[src/rtl/nn_pkg.sv]
// Shared definitions for the neural-network datapath blocks.
//   seq_state_t : states of the per-neuron dot-product sequencer
//   acc_width   : accumulator width that holds max_len full-scale products
//   addr_width  : operand-memory address width (never below 1 bit)
package nn_pkg;

    typedef enum logic [2:0] {
        IDLE,
        CLEAR,
        FETCH,
        DRAIN0,
        DRAIN1,
        CAPTURE,
        DONE
    } seq_state_t;

    // Also used when sizing the MAC itself, so the two always agree.
    function automatic int acc_width(input int width, input int max_len);
        return 2 * width + $clog2(max_len);
    endfunction

    function automatic int addr_width(input int max_len);
        return (max_len > 1) ? $clog2(max_len) : 1;
    endfunction

endpackage

[src/rtl/mac_sequencer_if.sv]
// Bundle of every non-clock signal between the dot-product sequencer and
// its surroundings (scheduler request, operand memories, MAC, result port).
//   slave  : the sequencer's view
//   master : the environment's view (scheduler + memories + MAC)
interface mac_sequencer_if #(
    parameter int WIDTH   = 8,
    parameter int MAX_LEN = 16
);
    import nn_pkg::*;

    localparam int ADDR_W = addr_width(MAX_LEN);
    localparam int LEN_W  = $clog2(MAX_LEN + 1);
    localparam int ACC_W  = acc_width(WIDTH, MAX_LEN);

    logic              start;
    logic [LEN_W-1:0]  length;
    logic              busy;
    logic              rd_en;
    logic [ADDR_W-1:0] rd_addr;
    logic [WIDTH-1:0]  mem_a;
    logic [WIDTH-1:0]  mem_b;
    logic [WIDTH-1:0]  mac_a;
    logic [WIDTH-1:0]  mac_b;
    logic              mac_enable;
    logic              mac_clear;
    logic [ACC_W-1:0]  acc_in;
    logic [ACC_W-1:0]  result;
    logic              result_valid;
    logic              result_ready;

    modport slave (
        input  start, length, mem_a, mem_b, acc_in, result_ready,
        output busy, rd_en, rd_addr, mac_a, mac_b, mac_enable, mac_clear,
               result, result_valid
    );

    modport master (
        output start, length, mem_a, mem_b, acc_in, result_ready,
        input  busy, rd_en, rd_addr, mac_a, mac_b, mac_enable, mac_clear,
               result, result_valid
    );

endinterface

[src/rtl/mac_addr_counter.sv]
// Operand read-address counter.
//   clk, reset : clock, async active-high reset (count -> 0)
//   load       : restart the count at address 0
//   inc        : advance to the next address
//   last       : final address of the current run
//   count      : current read address
//   tc         : terminal count, high while count == last
module mac_addr_counter #(
    parameter int ADDR_W = 4
) (
    input  logic              clk,
    input  logic              reset,
    input  logic              load,
    input  logic              inc,
    input  logic [ADDR_W-1:0] last,
    output logic [ADDR_W-1:0] count,
    output logic              tc
);

    // NOTE: sequential state is updated with <= so every flop samples the
    // pre-edge values of its neighbours; = here would create order races.
    always_ff @(posedge clk or posedge reset) begin
        if (reset)
            count <= '0;
        else if (load)
            count <= '0;
        else if (inc)
            count <= count + 1'b1;
    end

    assign tc = (count == last);

endmodule

[src/rtl/mac_sequencer.sv]
// Per-neuron dot-product sequencer: clears the MAC, streams L operand pairs
// from the memories into it, drains the MAC's product register, captures the
// accumulator and offers it on a valid/ready port.
//   clk   : clock
//   reset : async active-high reset, returns to IDLE with all outputs 0
//   bus   : mac_sequencer_if.slave (request, memory, MAC and result signals)
module mac_sequencer
    import nn_pkg::*;
#(
    parameter int WIDTH   = 8,
    parameter int MAX_LEN = 16
) (
    input  logic           clk,
    input  logic           reset,
    mac_sequencer_if.slave bus
);

    localparam int ADDR_W = addr_width(MAX_LEN);
    localparam int LEN_W  = $clog2(MAX_LEN + 1);

    seq_state_t        state_q, state_d;
    logic              len_zero_q;
    logic [ADDR_W-1:0] last_q;
    logic [LEN_W-1:0]  clamped_len;
    logic              op_valid_q;
    logic [ADDR_W-1:0] count;
    logic              tc;
    logic              cnt_load;
    logic              cnt_inc;

    assign clamped_len = (bus.length > LEN_W'(MAX_LEN)) ? LEN_W'(MAX_LEN) : bus.length;

    // The counter sits on the last address when FETCH ends, so rd_addr comes
    // straight from its flops.
    assign cnt_load = (state_q == CLEAR);
    assign cnt_inc  = (state_q == FETCH) && !tc;

    mac_addr_counter #(.ADDR_W(ADDR_W)) u_addr_counter (
        .clk   (clk),
        .reset (reset),
        .load  (cnt_load),
        .inc   (cnt_inc),
        .last  (last_q),
        .count (count),
        .tc    (tc)
    );

    // NOTE: state_d gets a default before the case so no path leaves it
    // unassigned, which would otherwise infer a latch.
    always_comb begin
        state_d = state_q;
        unique case (state_q)
            IDLE:    if (bus.start) state_d = CLEAR;
            CLEAR:   state_d = len_zero_q ? CAPTURE : FETCH;
            FETCH:   if (tc) state_d = DRAIN0;
            DRAIN0:  state_d = DRAIN1;
            DRAIN1:  state_d = CAPTURE;
            CAPTURE: state_d = DONE;
            DONE:    if (bus.result_ready) state_d = IDLE;
            default: state_d = IDLE;
        endcase
    end

    always_ff @(posedge clk or posedge reset) begin
        if (reset) begin
            state_q    <= IDLE;
            len_zero_q <= 1'b0;
            last_q     <= '0;
        end else begin
            state_q <= state_d;
            if (state_q == IDLE && bus.start) begin
                len_zero_q <= (clamped_len == '0);
                last_q     <= ADDR_W'(clamped_len - 1'b1);
            end
        end
    end

    // Outputs are decoded from state_d so they are flop outputs that line up
    // with the state they belong to. mac_clear in particular drives the MAC's
    // async reset and must be glitch-free.
    always_ff @(posedge clk or posedge reset) begin
        if (reset) begin
            bus.busy         <= 1'b0;
            bus.rd_en        <= 1'b0;
            bus.mac_clear    <= 1'b0;
            bus.mac_enable   <= 1'b0;
            bus.result_valid <= 1'b0;
            bus.result       <= '0;
            op_valid_q       <= 1'b0;
        end else begin
            bus.busy         <= (state_d != IDLE);
            bus.rd_en        <= (state_d == FETCH);
            bus.mac_clear    <= (state_d == CLEAR);
            op_valid_q       <= bus.rd_en;
            // Enabled while read data is arriving, plus the DRAIN1 flush.
            bus.mac_enable   <= bus.rd_en || (state_d == DRAIN1);
            bus.result_valid <= (state_d == DONE);
            if (state_q == CAPTURE)
                bus.result <= bus.acc_in;
        end
    end

    assign bus.rd_addr = count;

    // Memory data is already a register output one cycle after the address,
    // so it is only gated here; another flop would break the k+1 alignment.
    assign bus.mac_a = op_valid_q ? bus.mem_a : '0;
    assign bus.mac_b = op_valid_q ? bus.mem_b : '0;

endmodule

[src/flat_wrapper.sv]
// flat-port wrapper written by rule: the top's interface ports become plain ports
module mac_sequencer_flat import nn_pkg::*;
#(
    parameter int WIDTH   = 8,
    parameter int MAX_LEN = 16
)
  (clk, reset, bus_start, bus_length, bus_mem_a, bus_mem_b, bus_acc_in, bus_result_ready, bus_busy, bus_rd_en, bus_rd_addr, bus_mac_a, bus_mac_b, bus_mac_enable, bus_mac_clear, bus_result, bus_result_valid);
  mac_sequencer_if #(.WIDTH(WIDTH), .MAX_LEN(MAX_LEN)) bus_i ();
  input  logic clk;
  input  logic reset;
  input wire logic [$bits(bus_i.start)-1:0] bus_start;
  input wire logic [$bits(bus_i.length)-1:0] bus_length;
  input wire logic [$bits(bus_i.mem_a)-1:0] bus_mem_a;
  input wire logic [$bits(bus_i.mem_b)-1:0] bus_mem_b;
  input wire logic [$bits(bus_i.acc_in)-1:0] bus_acc_in;
  input wire logic [$bits(bus_i.result_ready)-1:0] bus_result_ready;
  output wire logic [$bits(bus_i.busy)-1:0] bus_busy;
  output wire logic [$bits(bus_i.rd_en)-1:0] bus_rd_en;
  output wire logic [$bits(bus_i.rd_addr)-1:0] bus_rd_addr;
  output wire logic [$bits(bus_i.mac_a)-1:0] bus_mac_a;
  output wire logic [$bits(bus_i.mac_b)-1:0] bus_mac_b;
  output wire logic [$bits(bus_i.mac_enable)-1:0] bus_mac_enable;
  output wire logic [$bits(bus_i.mac_clear)-1:0] bus_mac_clear;
  output wire logic [$bits(bus_i.result)-1:0] bus_result;
  output wire logic [$bits(bus_i.result_valid)-1:0] bus_result_valid;
  assign bus_i.start = bus_start;
  assign bus_i.length = bus_length;
  assign bus_i.mem_a = bus_mem_a;
  assign bus_i.mem_b = bus_mem_b;
  assign bus_i.acc_in = bus_acc_in;
  assign bus_i.result_ready = bus_result_ready;
  assign bus_busy = bus_i.busy;
  assign bus_rd_en = bus_i.rd_en;
  assign bus_rd_addr = bus_i.rd_addr;
  assign bus_mac_a = bus_i.mac_a;
  assign bus_mac_b = bus_i.mac_b;
  assign bus_mac_enable = bus_i.mac_enable;
  assign bus_mac_clear = bus_i.mac_clear;
  assign bus_result = bus_i.result;
  assign bus_result_valid = bus_i.result_valid;
  mac_sequencer #(.WIDTH(WIDTH), .MAX_LEN(MAX_LEN)) u_core (.clk(clk), .reset(reset), .bus(bus_i));
endmodule
[config.mk]
export PLATFORM = sky130hd
export DESIGN_NAME = mac_sequencer_flat
export DESIGN_NICKNAME = d
export VERILOG_FILES = /design/src/rtl/nn_pkg.sv /design/src/rtl/mac_sequencer_if.sv /design/src/rtl/mac_addr_counter.sv /design/src/rtl/mac_sequencer.sv /design/src/flat_wrapper.sv
export SDC_FILE = /design/constraint.sdc
export NUM_CORES = 1
export LEC_CHECK = 0
export ABC_AREA = 1
export CORE_MARGIN = 10
export CORE_UTILIZATION = 42
export CTS_BUF_LIST = sky130_fd_sc_hd__clkbuf_4 sky130_fd_sc_hd__clkbuf_8
export CTS_CLUSTER_SIZE = 24
export DETAILED_ROUTE_END_ITERATION = 12
export PLACE_DENSITY = 0.8
export RECOVER_POWER = 100
export SETUP_SLACK_MARGIN = 0.2
export SLEW_MARGIN = 20
export SYNTH_ARGS = -nofsm -noshare
export SYNTH_HDL_FRONTEND = slang
export SYNTH_SLANG_ARGS = --single-unit
[constraint.sdc]
create_clock -name clk -period 1.2 [get_ports clk]
set_input_delay 0.12 -clock clk [delete_from_list [all_inputs] [get_ports clk]]
set_output_delay 0.12 -clock clk [all_outputs]
set_load 0.02 [all_outputs]
# Word level (Yosys, flattened, before mapping)
# Cells that the tools add are included.
[totals] latchBits=0 output_inout_bits=45 memories=0 regBits=38 rom_bits=0 ram_bits=0 input_bits=45
[classes] n_div=0 mux=10 n_shift=0 eq_ne=11 bitwise_logic=0 addsub=2 n_reduce_logical=8 mul=0 order_cmp=1
[ops] op="$pmux W3 S7" count=1
[ops] op="$mux W8" count=2
[ops] op="$eq A3 B3 Y1 const B" count=5
[ops] op="$mux W3" count=4
[ops] op="$eq A3 B2 Y1 const B" count=3
[ops] op="$mux W4" count=2
[ops] op="$eq A3 B1 Y1 const B" count=2
[ops] op="$gt A5 B5 Y1 const B" count=1
[ops] op="$logic_not A5 Y1" count=1
[ops] op="$mux W5" count=1
[ops] op="$add A4 B1 Y4 const B" count=1
[ops] op="$eq A4 B4 Y1" count=1
[ops] op="$sub A4 B1 Y4 const B" count=1
[ops] op="$logic_not A3 Y1" count=1
[ops] op="$reduce_bool A3 Y1" count=1
[ops] op="$logic_and A1 B1 Y1" count=2
[ops] op="$reduce_bool A2 Y1" count=1
[ops] op="$logic_not A1 Y1" count=1
[ops] op="$logic_or A1 B1 Y1" count=1

# Depth between registers and ports, before layout
[logic_depth] depth_word=5 ltp_mapped=9 ltp_nobuf=9

# By module
# A second synthesis with hierarchy kept.
[hier_totals] cells_unflattened=239 hier_area_um2=1809.2
[by_module_without_submodules] mod="mac_sequencer" cells_each=204 n_inst=1 area_each_um2=1556.5
[by_module_without_submodules] mod="mac_addr_counter" cells_each=35 n_inst=1 area_each_um2=252.7

# Least setup slack after synthesis
# No wires, ideal clock.
[synth_timing] path_kind="register to register" from="register u_core.u_addr_counter.count[0]" to="register u_core.u_addr_counter.count[2]" stages_incl_launch_ff=9 setup_slack_ns=-0.011 arrival_time_ns=1.145 setup_time_ns=0.066 period_less_slack_ns=1.211 path_cell_list="dfrtp_1 -> inv_1 -> nand2_1 -> nand2_1 -> nor2_1 -> nand2_1 -> nand2_2 -> nand3_1 -> nand2_1"
[synth_via] elab_chain_cells=4
[synth_lines] item="start: declaration" line="mac_addr_counter.sv:16" source="output logic [ADDR_W-1:0] count,"
[synth_lines] item="start signal: assignment" line="mac_addr_counter.sv:28" source="count <= count + 1'b1;"
[synth_lines] item="branches (longest 4 deep; another with $add A4 B1 Y4)"
# Parallel ways; which one is timed is not known. The select of a mux whose other input is x is not followed.
# A chain may end at the register's enable or synchronous reset.

# Worst setup path in the final report
[layout_timing] from="register u_core.op_valid_q" to="output port bus_mac_a[1]"
[layout_via] elab_chain_cells=1
[layout_lines] item="start: declaration" line="mac_sequencer.sv:25" source="logic op_valid_q;"
[layout_lines] item="start signal: assignment" line="mac_sequencer.sv:94" source="op_valid_q <= bus.rd_en;"
[layout_lines] item="$mux W8" line="mac_sequencer.sv:107" source="assign bus.mac_a = op_valid_q ? bus.mem_a : '0;"
[layout_lines] item="end: declaration" line="flat_wrapper.sv:20" source="output wire logic [$bits(bus_i.mac_a)-1:0] bus_mac_a;"
# No other way between the ends.

==> impl_results.rst <==
.. list-table::
   :header-rows: 1

   * - Metric
     - Value
   * - Global-route wire length before repair
     - 9.50 mm
   * - Maximum clock skew at final layout
     - 8.93 ps
   * - Leakage power
     - 1.81 nW
   * - Post-route total power
     - 7.39 mW
   * - Pin count of the biggest net entering global routing
     - 39
   * - Register clock-pin slew on the reported worst setup and hold paths
     - 80 ps
   * - RePlAce Congestion
     - 0.799
   * - Final max-slew violation count
     - 0
   * - Internal power consumption
     - 4.08 mW
   * - Type of the setup path with the least slack
     - register to output pin
   * - Switching portion of total power
     - 44.8%
   * - Psw
     - 3.31 mW
   * - Filler Cell Count
     - 299
   * - Area growth from synthesis to layout
     - 73.3%
   * - Placed standard-cell area
     - 0.00295 sq mm
   * - Number of library cell types mapped by synthesis
     - 20
   * - Share of synthesized area occupied by flip-flops and latches
     - 50.6%
   * - Worst voltage drop across the vdd grid
     - 1060 uV
   * - Worst slew pin tran
     - 817 ps
   * - Maximum frequency from static timing analysis
     - 782 MHz
   * - Yosys Warn Count
     - 0
   * - Hold Buf Count CTS
     - 0
   * - Worst hold path class
     - input port to register
   * - Commonest non-fill, non-tap cells in the layout
     - nand2_1, clkdlybuf4s50_1, buf_6, dfrtp_1, buf_2
   * - Core Area
     - 0.00435 sq mm
   * - Initial antenna violation count
     - 0
   * - # setup viols final
     - 22
   * - Design area
     - 0.00326 sq mm
   * - Number of standard-cell rows in the floorplan
     - 24
   * - TritonCTS buffer count
     - 5
   * - Run status
     - finished, violations left
   * - Data required time at the worst endpoint
     - 1080 ps
   * - Post-synth net total
     - 292
   * - Global Route Usage Sum
     - 15.5%
   * - Violated checks
     - setup timing
   * - Global-route congestion overflow total
     - 0
   * - Startpoint types
     - register
   * - Final sum of negative setup slack
     - -784 ps
   * - Buffers added on ports
     - 89
   * - Mean area per synthesized cell
     - 7.68 sq um
   * - Vias after detailed routing
     - 1,958
   * - Synthesized area
     - 0.00188 sq mm
   * - Final critical delay including setup and external delays
     - 1280 ps
   * - Most frequent standard cell in the layout excluding fill and tap cells
     - nand2_1
   * - Starting Density
     - 43.2%
   * - Fraction of layout instances using a drive strength above 1
     - 43.0%
   * - Arrival time at the worst endpoint
     - 1160 ps
   * - Count of pins on the block boundary
     - 90
   * - Number of sinks on the clock net
     - 38
   * - Via count of the first global-routing pass
     - 1,984
   * - Portion of total power attributed to the clock network
     - 12.4%
   * - DR WL/cell
     - 15.3 um
   * - Worst setup slack after layout
     - -79.0 ps
   * - Buffers from clock root to sink, at most
     - 2
   * - Die Footprint
     - 0.00755 sq mm
   * - Critical Path Sink Type
     - output pin
   * - Share of power burned in combinational logic
     - 56.6%
   * - Detailed-route vias per instance
     - 4.70
   * - Drt initial violations
     - 67
   * - Length of the first detailed-routing pass in iterations
     - 4
   * - Clock Latency Late Sink
     - 290 ps
   * - Placed insts
     - 395
   * - Flip-flop and latch count after synthesis
     - 38
   * - Power density over the cells
     - 2270 mW/mm^2
   * - Post-Syn Instances
     - 245
   * - Final non-filler cell total
     - 417
   * - Vert. Die Dim
     - 86.9 um
   * - Maximum fanout along the worst path
     - 8
   * - Unrepaired setup endpoints after global routing
     - yes
   * - Clk root buf
     - clkbuf_8
   * - Max Cap Violations
     - 0
   * - TritonCTS clock tree
     - done
   * - Portion of total power attributed to sequential cells
     - 31.0%
   * - Layout Nets
     - 411
   * - Crit path from
     - u_core.op_valid_q
   * - Total Wirelength
     - 6.37 mm
   * - ANT cells
     - 0
   * - Maximum level of the CTS H-tree
     - 2
   * - Headroom to the max-slew limit
     - 45.5%
   * - Final-report hold violation count
     - 0
   * - Origin of the worst min-delay path
     - bus_length[0]
   * - ANT nets after route
     - 0
   * - Die Wd
     - 86.9 um
   * - Count of unresolved DRC violations after routing
     - 0
   * - Fraction of the cycle the final worst path needs
     - 107%
   * - DPL Wire Length
     - 4.41 mm
   * - Reg2reg start
     - u_core.state_q[0]
## layer usage
layer / wire, um / global-route usage, % / share of wire, %
met1: 2360 / 16.8 / 37
met2: 3420 / 28.4 / 54
met5: 0 / 0 / 0
met4: 70 / 3.53 / 1.1
met3: 517 / 4.78 / 8.1
## worst paths after layout
kind / to / slack, ps / cells past startpoint
worst max-delay path: bus_mac_a[1] / -80 / 4
worst min-delay path: u_core.last_q[0] / 280 / 3
worst max register to register: u_core.bus.busy / -50 / 8
worst min register to register: u_core.op_valid_q / 400 / 0
min in group asynchronous: u_core.u_addr_counter.count[2] / 380 / 3
max in group asynchronous: u_core.op_valid_q / 260 / 3
## worst max-delay path, stage by stage (launching register included)
cell and delay [ps]:
dfrtp_2 450, clkbuf_16 180, nand2_1 70, inv_1 50
buf_6 120
## stage by stage
stage               util [%]  hold WS (ps)  setup WS (ps)
finish                  74.8           280          -79.0
global placement        67.7           388           -238
detailed placement      67.7           389           -322
global route            74.8           305           -140
floorplan                  -           215           85.2
CTS                     70.3           178          -11.0
## flip-flops by register name, summed over array words and instances, names as in the netlist, 3 cells and up
| signal | flops |
|---|---|
| u_core.state_q | 3 |
| u_core.u_addr_counter.count | 4 |
| u_core.last_q | 4 |
| u_core.bus.result | 20 |
## cells by family after synthesis
kind of cell	count (synthesis)	synth area share, %
xor gates and xnor gates	1	0.466
AOI/OAI and AO/OA	5	2.40
buffers and inverters	46	10.4
and+or+nand+nor	153	34.9
DFF	38	50.6
adders and majority gates	2	1.33
## power groups by stage
stage / combinational [mW] / clock [mW] / sequential [mW]
floorplan: 1.48 / 0 / 2.78
global placement: 3.65 / 0 / 2.24
detailed placement: 3.75 / 0 / 2.27
CTS: 3.74 / 0.931 / 2.25
global route: 4.52 / 0.981 / 2.37
finish: 4.18 / 0.914 / 2.29
## synth_stat cells
cell type | n | area share [%]
o21ai_2 | 1 | 0.47
nand2_2 | 3 | 1.0
o21ai_0 | 1 | 0.27
nand3_4 | 1 | 0.93
dfrtp_1 | 38 | 51
xor2_1 | 1 | 0.47
a21oi_4 | 1 | 0.87
ha_1 | 2 | 1.3
buf_6 | 2 | 1.2
clkbuf_1 | 2 | 0.40
nand3_1 | 8 | 2.1
nand2_1 | 121 | 24
nor2_4 | 4 | 2.4
buf_4 | 2 | 0.80
nand3b_1 | 2 | 0.80
nand4_1 | 5 | 1.7
inv_2 | 5 | 1.0
nor2_1 | 9 | 1.8
inv_1 | 35 | 7.0
a22oi_1 | 2 | 0.80
## area by class of cell
class / instances / area, sq um / area share, %
repair buffers: 118 / 1070 / 32.9
flip-flops and latches: 38 / 961 / 29.5
multi-input cells: 161 / 908 / 27.9
inverters: 40 / 158 / 4.84
clock buffers: 6 / 82.6 / 2.53
well taps: 52 / 65.1 / 2.00
clock inverters: 2 / 12.5 / 0.384
## timing repair
| item | in CTS | in global routing |
|---|---|---|
| endpoints found under the setup margin | 79 | 59 |
| pin swaps | 13 | 7 |
| resized for setup | 246 | 54 |
| buffers inserted | 7 | 6 |
| gates cloned | 0 | 1 |
Power figures use the tool's default switching activity.
